[src/rtl/pll_pkg.sv]
// Shared types and default constants for the PLL lock detector and its PLL top.
package pll_pkg;

  typedef enum logic [1:0] {
    UNLOCKED,
    ACQUIRING,
    LOCKED
  } lock_state_t;

  localparam int DEF_WINDOW       = 64;
  localparam int DEF_TOL          = 1;
  localparam int DEF_LOCK_WINDOWS = 4;
  localparam int DEF_TIMEOUT      = 1024;
  localparam int DEF_CNT_W        = 16;

endpackage

[src/rtl/pll_lock_detector_if.sv]
// Monitored clocks in, per-window lock status out.
interface pll_lock_detector_if
  import pll_pkg::*;
#(
  parameter int CNT_W = DEF_CNT_W
);

  logic             ref_in;
  logic             fb_in;
  logic             locked;
  logic             win_done;
  logic [CNT_W-1:0] fb_count;
  logic             too_fast;
  logic             too_slow;

  // Clock source / status consumer side
  modport master (
    output ref_in, fb_in,
    input  locked, win_done, fb_count, too_fast, too_slow
  );

  // Lock detector side
  modport slave (
    input  ref_in, fb_in,
    output locked, win_done, fb_count, too_fast, too_slow
  );

endinterface

[src/rtl/pll_lock_detector_edge_sync.sv]
// Two-flop synchronizer followed by a single-cycle rising-edge pulse.
module edge_sync (
  input  logic clk,
  input  logic rst,
  input  logic din,
  output logic pulse
);

  logic s1, s2, prev;

  // Synchronize the asynchronous input and keep one cycle of history.
  always_ff @(posedge clk or posedge rst) begin
    if (rst) begin
      s1   <= 1'b0;
      s2   <= 1'b0;
      prev <= 1'b0;
    end else begin
      s1   <= din;
      s2   <= s1;
      prev <= s2;
    end
  end

  assign pulse = s2 & ~prev;

endmodule

[src/rtl/pll_lock_detector.sv]
// Counts feedback edges per window of reference edges and tracks PLL lock.
module pll_lock_detector
  import pll_pkg::*;
#(
  parameter int WINDOW       = DEF_WINDOW,
  parameter int TOL          = DEF_TOL,
  parameter int LOCK_WINDOWS = DEF_LOCK_WINDOWS,
  parameter int TIMEOUT      = DEF_TIMEOUT,
  parameter int CNT_W        = DEF_CNT_W
) (
  input logic                clk,
  input logic                rst,
  pll_lock_detector_if.slave bus
);

  localparam logic [CNT_W-1:0] LAST_REF  = CNT_W'(WINDOW - 1);
  localparam logic [CNT_W-1:0] LO_LIM    = CNT_W'(WINDOW - TOL);
  localparam logic [CNT_W-1:0] HI_LIM    = CNT_W'(WINDOW + TOL);
  localparam logic [CNT_W-1:0] IDLE_MAX  = CNT_W'(TIMEOUT);
  localparam logic [CNT_W-1:0] IDLE_TRIP = CNT_W'(TIMEOUT - 1);
  localparam int               GW        = $clog2(LOCK_WINDOWS + 1);
  localparam logic [GW-1:0]    GOOD_TGT  = GW'(LOCK_WINDOWS);

  logic             ref_edge, fb_edge;
  logic [CNT_W-1:0] ref_cnt, fb_cnt, idle_cnt, fb_cap;
  logic             win_close, timed_out, good;
  lock_state_t      state_q, state_d;
  logic [GW-1:0]    good_q, good_d;
  logic             locked_q, win_done_q, too_fast_q, too_slow_q;
  logic [CNT_W-1:0] fb_count_q;

  edge_sync u_ref_sync (.clk(clk), .rst(rst), .din(bus.ref_in), .pulse(ref_edge));
  edge_sync u_fb_sync  (.clk(clk), .rst(rst), .din(bus.fb_in),  .pulse(fb_edge));

  // Window close / timeout detection; the captured count includes a coincident fb edge.
  always_comb begin
    win_close = ref_edge && (ref_cnt == LAST_REF);
    timed_out = !ref_edge && (idle_cnt >= IDLE_TRIP);
    fb_cap    = fb_cnt;
    if (fb_edge && (fb_cnt != '1)) fb_cap = fb_cnt + 1'b1;
    good      = (fb_cap >= LO_LIM) && (fb_cap <= HI_LIM);
  end

  // Reference, feedback and idle counters.
  always_ff @(posedge clk or posedge rst) begin
    if (rst) begin
      ref_cnt  <= '0;
      fb_cnt   <= '0;
      idle_cnt <= '0;
    end else begin
      if (ref_edge) idle_cnt <= '0;
      else if (idle_cnt != IDLE_MAX) idle_cnt <= idle_cnt + 1'b1;
      // Counts stay cleared while the reference is missing, so a fresh window starts with it.
      if (win_close || timed_out) begin
        ref_cnt <= '0;
        fb_cnt  <= '0;
      end else begin
        if (ref_edge) ref_cnt <= ref_cnt + 1'b1;
        fb_cnt <= fb_cap;
      end
    end
  end

  // Lock state register.
  always_ff @(posedge clk or posedge rst) begin
    if (rst) begin
      state_q <= UNLOCKED;
      good_q  <= '0;
    end else begin
      state_q <= state_d;
      good_q  <= good_d;
    end
  end

  // Lock next-state: evaluated at window close, forced down on reference timeout.
  always_comb begin
    state_d = state_q;
    good_d  = good_q;
    if (timed_out) begin
      state_d = UNLOCKED;
      good_d  = '0;
    end else if (win_close) begin
      if (!good) begin
        state_d = UNLOCKED;
        good_d  = '0;
      end else begin
        case (state_q)
          UNLOCKED: begin
            good_d  = GW'(1);
            state_d = (GOOD_TGT == GW'(1)) ? LOCKED : ACQUIRING;
          end
          ACQUIRING: begin
            good_d = good_q + 1'b1;
            if (good_d == GOOD_TGT) state_d = LOCKED;
          end
          LOCKED:  state_d = LOCKED;
          default: begin
            state_d = UNLOCKED;
            good_d  = '0;
          end
        endcase
      end
    end
  end

  // Registered window results, all updating together with win_done.
  always_ff @(posedge clk or posedge rst) begin
    if (rst) begin
      win_done_q <= 1'b0;
      locked_q   <= 1'b0;
      fb_count_q <= '0;
      too_fast_q <= 1'b0;
      too_slow_q <= 1'b0;
    end else begin
      win_done_q <= win_close;
      locked_q   <= (state_d == LOCKED);
      if (win_close) begin
        fb_count_q <= fb_cap;
        too_fast_q <= (fb_cap > HI_LIM);
        too_slow_q <= (fb_cap < LO_LIM);
      end
    end
  end

  assign bus.locked   = locked_q;
  assign bus.win_done = win_done_q;
  assign bus.fb_count = fb_count_q;
  assign bus.too_fast = too_fast_q;
  assign bus.too_slow = too_slow_q;

endmodule

[src/flat_wrapper.sv]
// flat-port wrapper written by rule: the top's interface ports become plain ports
module pll_lock_detector_flat import pll_pkg::*;
#(
  parameter int WINDOW       = DEF_WINDOW,
  parameter int TOL          = DEF_TOL,
  parameter int LOCK_WINDOWS = DEF_LOCK_WINDOWS,
  parameter int TIMEOUT      = DEF_TIMEOUT,
  parameter int CNT_W        = DEF_CNT_W
)
  (clk, rst, bus_ref_in, bus_fb_in, bus_locked, bus_win_done, bus_fb_count, bus_too_fast, bus_too_slow);
  pll_lock_detector_if #(.CNT_W(CNT_W)) bus_i ();
  input logic clk;
  input logic rst;
  input wire logic [$bits(bus_i.ref_in)-1:0] bus_ref_in;
  input wire logic [$bits(bus_i.fb_in)-1:0] bus_fb_in;
  output wire logic [$bits(bus_i.locked)-1:0] bus_locked;
  output wire logic [$bits(bus_i.win_done)-1:0] bus_win_done;
  output wire logic [$bits(bus_i.fb_count)-1:0] bus_fb_count;
  output wire logic [$bits(bus_i.too_fast)-1:0] bus_too_fast;
  output wire logic [$bits(bus_i.too_slow)-1:0] bus_too_slow;
  assign bus_i.ref_in = bus_ref_in;
  assign bus_i.fb_in = bus_fb_in;
  assign bus_locked = bus_i.locked;
  assign bus_win_done = bus_i.win_done;
  assign bus_fb_count = bus_i.fb_count;
  assign bus_too_fast = bus_i.too_fast;
  assign bus_too_slow = bus_i.too_slow;
  pll_lock_detector #(.WINDOW(WINDOW), .TOL(TOL), .LOCK_WINDOWS(LOCK_WINDOWS), .TIMEOUT(TIMEOUT), .CNT_W(CNT_W)) u_core (.clk(clk), .rst(rst), .bus(bus_i));
endmodule
[config.mk]
export PLATFORM = sky130hd
export DESIGN_NAME = pll_lock_detector_flat
export DESIGN_NICKNAME = d
export VERILOG_FILES = /design/src/rtl/pll_pkg.sv /design/src/rtl/pll_lock_detector_if.sv /design/src/rtl/pll_lock_detector_edge_sync.sv /design/src/rtl/pll_lock_detector.sv /design/src/flat_wrapper.sv
export SDC_FILE = /design/constraint.sdc
export NUM_CORES = 1
export LEC_CHECK = 0
export BUFFER_PORTS_ARGS = -buffer_cell sky130_fd_sc_hd__buf_2
export CAP_MARGIN = 20
export CORE_MARGIN = 1.5
export CORE_UTILIZATION = 54
export CTS_CLUSTER_DIAMETER = 80
export DETAILED_ROUTE_END_ITERATION = 7
export GPL_TIMING_DRIVEN = 0
export MAX_ROUTING_LAYER = met4
export PLACE_DENSITY = 0.84
export SLEW_MARGIN = 20
export SYNTH_ARGS = -nofsm -noshare
export SYNTH_HDL_FRONTEND = slang
export SYNTH_SLANG_ARGS = --single-unit
[constraint.sdc]
create_clock -name clk -period 2.7 [get_ports clk]
set_input_delay 0.54 -clock clk [delete_from_list [all_inputs] [get_ports clk]]
set_output_delay 0.54 -clock clk [all_outputs]
set_load 0.02 [all_outputs]
==> out/results.tsv, run 1 <==
metric	value	unit
status	completed	
Worst Setup Start Kind	register	
die area	7621	um2
asr flop ratio synth	1.000	
Overall Global Routing Usage	0.2324	
n_diodes	0	
routed len/inst	14.24	um
I/O Buffers	23	
CTS buffer count	9	
Mean Syn Cell Area	9.499	um2
DRT antenna net count	0	
fin. max-slew vios	0	
most common cell after layout, fill and taps aside	dfrtp_1	
RSZ-0062 raised after global routing	yes	
layout cells sized above 1	0.1393	
vias in the first global route	2818	
final setup vio count	0	
clk slew on worst S/H paths	0.09	ns
final core occ	0.6396	
post-synth cell types	44	
Hold Vio Cnt, Final	0	
area of the multi-input gates	1819	um2
cell depth of the worst flop-to-flop path	9	
NumNets Final	450	
Critical Path Sink Type	register	
most frequent cells in the layout	78 x dfrtp_1, 61 x nor2_1, 47 x nand2_1	
clock sink count	79	
sequential cell area	1978	um2
Final GP Congestion	0.9239	
Min-Delay Path Class	in2async	
Synth area leader	dfrtp_1	
worst slew pin tran	0.6002	ns
f_max	0.3901	GHz
Die X	87.30	um
Post-Layout Cell Count	541	
WP data arrival	2.85	ns
Initial Utilization	0.5617	
ratio of final minimum period to clock period	0.9495	
H-tree depth	3	
vias per cell	5.606	
YS warnings	0	
DRC Markers	0	
Seq/Total Area, Yosys	0.5152	
WS Path Type	reg2reg	
Core ar.	6832	um2
Pre-antenna DRT Iters	5	
dpl cells	524	
largest net degree at the start of global routing	45	
hpwl dp	5384	um
Worst VDD drop	0.4922	mV
CTS tree	done	
Cell Area, Synth	3837	um2
WP data required	2.99	ns
Cells after Synth	404	
via count	3033	
Layout area overhead	13.86	%
EDFF count, synth	0	
area fraction of the dominant cell type after synthesis	0.5152	
Leakage Power	0.002025	uW
first-pass GRT wire length	13190	um
met2 Usage GRT	0.3601	
Syn Nets	414	
Top FF cell, synth	dfrtp_1	
clk_lat worst skew	0.36	ns
reg2reg setup slack	0.14	ns
# IOs	24	
Rel. slew slack	0.5968	
Final min period	2.564	ns
Routed WL	7704	um
Iter 0 DRT Violations	212	
fillers	560	
grt ovf	0	
global route hottest layer	met2	
Max Cap Viol	0	
num rows	30	
Die H	87.30	um
Worst Path Max Fanout	7	
M1 GR Usage	0.2947	
Longest Clk Path Bufs	2	
met3 Use GR	0.05782	
largest cells by area after synthesis	dfrtp_1 52%, nor2_1 6.0%, xor2_1 5.9%	
CTS root buf	clkbuf_8	
initial antenna violation count	0	
Setup Skew	0.01096	ns
Power Density	629.7	nW/um2
Total Power	2751	uW
#FFs+latches synth	79	
final cells by class:
type | instances | area share
well taps | 96 | 0.02749
multi-input cells | 302 | 0.4164
clock buffers | 9 | 0.02835
flip-flops and latches | 79 | 0.4527
repair buffers | 25 | 0.03551
inverters | 10 | 0.009164
plain buffers | 13 | 0.01231
clock inverters | 7 | 0.01804
state kept, by name, summed over array words and instances, names as in the netlist:
signal / cells
u_core.bus.fb_count: 16
u_core.fb_cnt: 16
u_core.idle_cnt: 16
u_core.ref_cnt: 16
u_core.good_q: 3
u_core.state_q: 2
u_core.bus.locked: 1
u_core.bus.too_fast: 1
u_core.bus.too_slow: 1
u_core.bus.win_done: 1
u_core.u_fb_sync.prev: 1
u_core.u_fb_sync.s1: 1
u_core.u_fb_sync.s2: 1
u_core.u_ref_sync.prev: 1
u_core.u_ref_sync.s1: 1
u_core.u_ref_sync.s2: 1
cells by family after synthesis:
kind of cell / Yosys count / share of synthesized area
multiplexers: 4 / 0.01369
flip-flops: 79 / 0.5152
AO/OA/AOI/OAI: 58 / 0.09390
adder cells (fa/ha/maj): 6 / 0.01956
XOR/XNOR: 39 / 0.08901
AND/OR/NAND/NOR: 195 / 0.2452
buffers and inverters: 23 / 0.02348
per-layer routing:
layer | part of all wire | vias up
li1 | - | 1480
met1 | 0.45 | 1439
met2 | 0.48 | 101
met3 | 0.053 | 13
met4 | 0.017 | 0
met5 | 0 | -
through the flow:
stage | hold WS, ns | TNS [ns] | worst slack [ns] | instance area, um2
after global routing | 0.2282 | 0 | 0.004509 | 4369
after floorplan | 0.3312 | 0 | 0.1366 | 3837
after CTS | 0.2001 | 0 | 0.01550 | 4315
after global placement | 0.3323 | -58.08 | -0.7359 | 4073
after detailed placement | 0.3364 | -0.7718 | -0.1676 | 4095
final | 0.1918 | 0 | 0.1363 | 4369
worst paths after layout:
kind	from	end
max	u_core.fb_cnt[1]	u_core.good_q[0]
min	rst	u_core.ref_cnt[6]
max reg2reg	u_core.fb_cnt[1]	u_core.good_q[0]
min reg2reg	u_core.u_ref_sync.s1	u_core.u_ref_sync.s2
max in group asynchronous	rst	u_core.fb_cnt[4]
min in group clk	bus_ref_in	u_core.u_ref_sync.s1
power by group:
group          leakage [uW]  total, uW  internal, uW  switching [uW]
registers           0.00107       1410          1290             129
logic              0.000865        438           189             249
clock network     0.0000925        898           434             464
timing repair:
action                                  CTS  global route
gates resized for setup                   5             9
buffers inserted                          0             1
pin swaps                                 1             1
hold buffers                              0             0
endpoints found under the setup margin    8            38
endpoints found under the hold margin     0             0
synth_stat cells (all sizes together), types with 2 or more instances:
master / instances
dfrtp: 79
nor2: 61
nand2: 48
nand3: 28
o21ai: 27
xor2: 26
and3: 13
nand4: 13
xnor2: 13
clkbuf: 10
inv: 10
nor3: 9
a21oi: 8
ha: 6
a31oi: 5
nor4: 5
mux2i: 4
nor3b: 4
and2: 3
and4: 3
buf: 3
nand2b: 3
o22ai: 3
a211oi: 2
a21o: 2
a41o: 2
nor2b: 2
o211ai: 2
o31ai: 2
worst max-delay path, stage by stage, from the launching register on:
cell and delay (ns):
dfrtp_2 0.43, ha_4 0.18, nand4_2 0.13, or4_4 0.59, nand2_2 0.12, nand4_1 0.10
a211o_1 0.35, mux2i_4 0.24, a41oi_2 0.18, mux2i_1 0.16
Note: power is estimated with default switching activity, not from simulation.
==> inputs of run 2 (changes only) <==
ABC_AREA = 1   (was unset)
CORE_UTILIZATION = 55   (was 54)
PLACE_DENSITY = 0.85   (was 0.84)
==> run 2 against run 1 <==
Wire length grew 18%. Register-to-register slack gained 0.16 ns. Synthesized cell count is 33% higher. Die area is 6.9% higher. Largest cell class unchanged.
==> out/results.tsv, run 2 <==
metric	value	unit	change
Routed WL	9120	um	was 7704 um
worst setup path startpoint	u_core.fb_cnt[0]		was u_core.fb_cnt[1]
most common cell after layout, fill and taps aside	nand2_1		was dfrtp_1
Initial Utilization	0.5745		was 0.5617
final setup vio count	0		unchanged
# IOs	24		unchanged
routed len/inst	13.45	um	was 14.24 um
WP data required	2.99	ns	about the same
CTS buffer count	9		unchanged
CTS root buf	clkbuf_8		unchanged
CTS tree	done		unchanged
global route hottest layer	met2		unchanged
met3 Use GR	0.04966		was 0.05782
via count	3662		was 3033
Cells after Synth	539		was 404
Power Density	601.3	nW/um2	was 629.7 nW/um2
Rel. slew slack	0.6435		was 0.5968
most frequent cells in the layout	120 x nand2_1, 79 x dfrtp_1, 70 x inv_1		was 78 x dfrtp_1, 61 x nor2_1, 47 x nand2_1
Sw Pwr	815.0	uW	was 841.6 uW
Syn Nets	549		was 414
dpl cells	662		was 524
Synth area leader	dfrtp_1		unchanged
Seq/Total Area, Yosys	0.4719		was 0.5152
Int Pwr	2008	uW	was 1910 uW
Mean Syn Cell Area	7.772	um2	was 9.499 um2
status	completed		unchanged
Final min period	2.400	ns	was 2.564 ns
asr flop ratio synth	1.000		unchanged
f_max	0.4167	GHz	was 0.3901 GHz
n_diodes	0		unchanged
DRT antenna net count	0		unchanged
Cell Area, Synth	4189	um2	was 3837 um2
Sw Ratio	0.2887		was 0.3059
Combinational Power Share	0.167		was 0.159
clk_lat worst skew	0.36	ns	about the same
first-pass GRT wire length	15950	um	was 13190 um
Layout area overhead	12.07	%	was 13.86%
Worst Path Max Fanout	10		was 7
hpwl dp	6641	um	was 5384 um
ratio of final minimum period to clock period	0.8888		was 0.9495
Post-Layout Cell Count	678		was 541
final core occ	0.6438		was 0.6396
Die H	90.27	um	was 87.30 um
Die X	90.27	um	was 87.30 um
initial antenna violation count	0		unchanged
EDFF count, synth	0		unchanged
worst slew pin tran	0.5298	ns	was 0.6002 ns
Min-Delay Path Class	in2async		unchanged
area fraction of the dominant cell type after synthesis	0.4719		was 0.5152
most frequent cell after synthesis	nand2_1		was dfrtp_1
clk slew on worst S/H paths	0.09	ns	about the same
YS warnings	0		unchanged
RR Startpoint	u_core.fb_cnt[0]		was u_core.fb_cnt[1]
RSZ-0062 raised after global routing	no		was yes
Hold Vio Cnt, Final	0		unchanged
Synth top cells by count	121 x nand2_1, 79 x dfrtp_1, 71 x inv_1		was 79 x dfrtp_1, 61 x nor2_1, 47 x nand2_1
worst hold slack	0.1310	ns	was 0.1918 ns
met2 Usage GRT	0.4318		was 0.3601
Top FF cell, synth	dfrtp_1		unchanged
I/O Buffers	23		unchanged
DRC Markers	0		unchanged
H-tree depth	3		unchanged
largest net degree at the start of global routing	60		was 45
Core ar.	7292	um2	was 6832 um2
WS Path Type	reg2reg		unchanged
cell with the largest stage delay on the worst path	dfrtp_1		was or4_4
Clock Power Share	0.355		was 0.327
Setup Skew	0.01453	ns	was 0.01096 ns
worst stage delay on the critical path	0.46	ns	was 0.59 ns
setup TNS	0	ns	unchanged
Worst VDD drop	0.3827	mV	was 0.4922 mV
Worst Setup Start Kind	register		unchanged
Critical Path Sink Type	register		unchanged
NumNets Final	584		was 450
WP data arrival	2.69	ns	was 2.85 ns
cell chain of the critical path	ha_2 -> inv_2 -> nor2_4 -> nand2_2 -> nor2_2 -> nor2_2 -> buf_6 -> nand2_1 -> o21ai_1 -> nor2_1 -> inv_1 -> nand2_2 -> nand3_2 -> nor2_1 -> nand3_1 -> nand2_1		was ha_4 -> nand4_2 -> or4_4 -> nand2_2 -> nand4_1 -> a211o_1 -> mux2i_4 -> a41oi_2 -> mux2i_1
Flop pwr share	0.477		was 0.514
sequential cell area	1977	um2	was 1978 um2
#FFs+latches synth	79		unchanged
Iter 0 DRT Violations	175		was 212
Longest Clk Path Bufs	2		unchanged
vias in the first global route	3612		was 2818
fin. max-slew vios	0		unchanged
Final GP Congestion	0.9307		was 0.9239
Max Cap Viol	0		unchanged
Pre-antenna DRT Iters	4		was 5
Leakage Power	0.002316	uW	was 0.002025 uW
largest cells by area after synthesis	dfrtp_1 47%, nand2_1 11%, inv_1 6.4%		was dfrtp_1 52%, nor2_1 6.0%, xor2_1 5.9%
layout cells sized above 1	0.1382		was 0.1393
grt ovf	0		unchanged
num rows	31		was 30
M1 GR Usage	0.2835		was 0.2947
clock sink count	79		unchanged
Overall Global Routing Usage	0.2484		was 0.2324
post-synth cell types	36		was 44
fillers	623		was 560
area of the multi-input gates	1867	um2	was 1819 um2
die area	8149	um2	was 7621 um2
vias per cell	5.401		was 5.606
-- run 2: per-stage QoR --
step / cell area [um2] / power [uW] / worst slack [ns]
floorplan: 4189 / 1727 / 0.1366
global placement: 4428 / 1802 / -0.6785
detailed placement: 4458 / 1835 / 0.2572
CTS: 4690 / 2835 / 0.2394
global route: 4695 / 2973 / 0.05413
finish: 4695 / 2823 / 0.3004
-- run 2: kinds of logic after synthesis --
group | count (synthesis) | synth area share
xor+xnor | 14 | 0.02927
compound gates | 58 | 0.07318
buf+inv | 87 | 0.08363
flops | 79 | 0.4719
fa+ha+maj | 6 | 0.01792
simple gates | 295 | 0.3241
-- run 2: path summary, 6_finish.rpt --
check,endpoint,slack [ns],cells after the start
hold reg to reg,u_core.u_fb_sync.s2,0.35,0
setup / recovery,u_core.good_q[0],0.30,16
setup reg to reg,u_core.good_q[0],0.30,16
max in group asynchronous,u_core.bus.fb_count[6],1.99,3
min in group clk,u_core.u_ref_sync.s1,0.28,1
hold / removal,u_core.idle_cnt[1],0.13,2
-- run 2: worst max-delay path: cells and delay by family, from the launching register on --
| kind | cells | cell delay, ns |
|---|---|---|
| buffers and inverters | 3 | 0.31 |
| adder cells (fa/ha/maj) | 1 | 0.28 |
| AND/OR/NAND/NOR | 11 | 1.20 |
| AO/OA/AOI/OAI | 1 | 0.09 |
| flip-flops | 1 | 0.46 |
-- run 2: area by class of cell --
cell class / count / share of cell area
Timing Repair Buffer: 24 / 0.03038
Tap cell: 99 / 0.02639
Sequential cell: 79 / 0.4211
Inverter: 74 / 0.05970
Clock inverter: 5 / 0.01706
Multi-Input combinational cell: 373 / 0.3977
Buffer: 13 / 0.01546
Clock buffer: 11 / 0.03225
-- run 2: power groups by stage --
stage	logic, uW	clock network, uW	registers [uW]
after detailed placement	467	0	1370
after global routing	549	1060	1360
after CTS	470	1020	1350
after global placement	438	0	1360
after floorplan	376	0	1350
final	472	1000	1350
-- run 2: metal layers --
layer | wire length (um) | share of wire | up-vias
met3 | 403 | 0.044 | 28
met2 | 4723 | 0.52 | 109
met1 | 3776 | 0.41 | 1732
met4 | 216 | 0.024 | 0
met5 | 0 | 0 | -
li1 | - | - | 1793
-- run 2: what timing repair did --
item                       CTS  global route
resized for setup            0             2
hold buffers                 0             0
setup endpoints to repair    0             4
setup buffers                0             0
==> inputs of run 3 (changes only) <==
--- a/config.mk
+++ b/config.mk
@@ -15,3 +15,2 @@
 export GPL_TIMING_DRIVEN = 0
-export MAX_ROUTING_LAYER = met4
 export PLACE_DENSITY = 0.85
==> constraint.sdc (replaced) <==
create_clock -name clk -period 2.7 [get_ports clk]
set_input_delay 0.405 -clock clk [delete_from_list [all_inputs] [get_ports clk]]
set_output_delay 0.405 -clock clk [all_outputs]
set_load 0.02 [all_outputs]
==> run 3 against run 2 <==
Worst setup slack worse by 0.0023 ns. Clock power about the same. Count of clock-buffer cells in the layout unchanged. Sequential power about the same. Sequential cell count unchanged. Sequential share of layout area down 0.090 points. Die area unchanged. Register-to-register slack about the same. Clock skew about the same. Wire length up 0.44%. Critical path type unchanged. Critical endpoint unchanged. Largest power group unchanged.
==> out/results.tsv, run 3 (synthesis results as in run 2) <==
metric	value	unit	change
initial antenna violation count	0		unchanged
Hold Vio Cnt, Final	0		unchanged
Setup Skew	0.01501	ns	was 0.01453 ns
Min-Delay Path Class	in2reg		was in2async
Worst Path Max Fanout	10		unchanged
Pre-antenna DRT Iters	5		was 4
CTS root buf	clkbuf_8		unchanged
fillers	621		was 623
CTS buffer count	9		unchanged
Max Cap Viol	0		unchanged
Die H	90.27	um	unchanged
hpwl dp	6641	um	unchanged
dpl cell area	4458	um2	unchanged
final setup vio count	0		unchanged
WP data required	2.94	ns	was 2.99 ns
Longest Clk Path Bufs	2		unchanged
largest net degree at the start of global routing	60		unchanged
Rel. slew slack	0.6408		was 0.6435
design area	4705	um2	was 4695 um2
WP data arrival	2.65	ns	was 2.69 ns
grt ovf	0		unchanged
Critical Path Sink Type	register		unchanged
Power Density	600.7	nW/um2	was 601.3 nW/um2
Post-Layout Cell Count	679		was 678
clock sink count	79		unchanged
layout cells sized above 1	0.1379		was 0.1382
Initial Utilization	0.5745		unchanged
vias in the first global route	3619		was 3612
dpl cells	662		unchanged
DRT antenna net count	0		unchanged
I/O Buffers	23		unchanged
most frequent cells in the layout	120 x nand2_1, 79 x dfrtp_1, 70 x inv_1		unchanged
die area	8149	um2	unchanged
via count	3666		was 3662
NumNets Final	585		was 584
f_max	0.4163	GHz	was 0.4167 GHz
RSZ-0062 raised after global routing	no		unchanged
DRC Markers	0		unchanged
clk_lat worst skew	0.36	ns	about the same
Worst VDD drop	0.3834	mV	was 0.3827 mV
worst slew pin tran	0.5338	ns	was 0.5298 ns
Layout area overhead	12.31	%	was 12.07%
reg2reg setup slack	0.30	ns	about the same
fin. max-slew vios	0		unchanged
# IOs	24		unchanged
Iter 0 DRT Violations	181		was 175
Routed WL	9160	um	was 9120 um
WS Path Type	reg2reg		unchanged
setup slack after layout	0.2981	ns	was 0.3004 ns
first-pass GRT wire length	15970	um	was 15950 um
status	completed		unchanged
ratio of final minimum period to clock period	0.8896		was 0.8888
Worst Setup Start Kind	register		unchanged
Final GP Congestion	0.9148		was 0.9307
clk slew on worst S/H paths	0.09	ns	about the same
Final min period	2.402	ns	was 2.400 ns
num rows	31		unchanged
Leakage Power	0.002320	uW	was 0.002316 uW
H-tree depth	3		unchanged
Overall Global Routing Usage	0.2417		was 0.2484
worst hold slack	0.1454	ns	was 0.1310 ns
Core ar.	7292	um2	unchanged
CTS tree	done		unchanged
vias per cell	5.399		was 5.401
n_diodes	0		unchanged
Place WS	0.2572	ns	unchanged
Die X	90.27	um	unchanged
most common cell after layout, fill and taps aside	nand2_1		unchanged
routed len/inst	13.49	um	was 13.45 um
==> run 3: repair_timing <==
action / 4_1_cts / 5_1_grt
endpoints found under the hold margin: 9 / 0
resized for setup: 0 / 2
endpoints found under the setup margin: 0 / 4
hold buffers: 1 / 0
buffers inserted: 0 / 0
==> run 3: critical path, cell delays in order, from the launching register on <==
cell and delay, ns:
dfrtp_1 0.46, ha_2 0.28, inv_2 0.07, nor2_4 0.17, nand2_2 0.09, inv_2 0.08
nand2_4 0.09, nand2_4 0.08, buf_8 0.13, nand2_1 0.05, nand2_1 0.08, nand2_1 0.07
nor2_1 0.09, nand2_1 0.09, nand2_2 0.12, nand4_2 0.17, nand3_1 0.13, nand2_1 0.06
==> run 3: stage by stage <==
stage	util	setup TNS [ns]	power (uW)
finish	0.6452	0	2826
global route	0.6452	0	2975
CTS	0.6445	0	2836
detailed placement	0.6114	0	1835
global placement	0.6072	-42.61	1802
floorplan	-	0	1727
==> run 3: worst paths after layout <==
kind | endpoint | start | depth (start not counted)
min in group asynchronous | u_core.idle_cnt[0] | rst | 3
worst min-delay path | u_core.u_ref_sync.s1 | bus_ref_in | 1
worst min register to register | u_core.u_fb_sync.s2 | u_core.u_fb_sync.s1 | 0
worst max register to register | u_core.good_q[0] | u_core.fb_cnt[0] | 17
worst max-delay path | u_core.good_q[0] | u_core.fb_cnt[0] | 17
max in group asynchronous | u_core.bus.fb_count[6] | rst | 4
==> run 3: cell type report <==
cell class / count / area (um2) / share of cell area
clock buffer: 11 / 151.4 / 0.03218
tap: 99 / 123.9 / 0.02633
timing repair buffer: 25 / 152.6 / 0.03245
sequential: 79 / 1977 / 0.4202
clock inverter: 5 / 80.08 / 0.01702
multi-input combinational: 373 / 1867 / 0.3968
inverter: 74 / 280.3 / 0.05957
buffer: 13 / 72.57 / 0.01543
==> run 3: per-layer routing <==
metal	wire [um]	part of all wire	GRT usage	vias to the layer above
met5	0	0	0	-
met4	224	0.024	0.09259	0
met3	421	0.046	0.04966	25
met2	4706	0.51	0.4318	103
met1	3807	0.42	0.2846	1747
li1	-	-	-	1791
==> run 3: power breakdown <==
part / switching [uW] / leakage, uW / internal (uW)
combinational: 306 / 0.00114 / 167
sequential: 75.5 / 0.00107 / 1270
clock: 436 / 0.000112 / 569
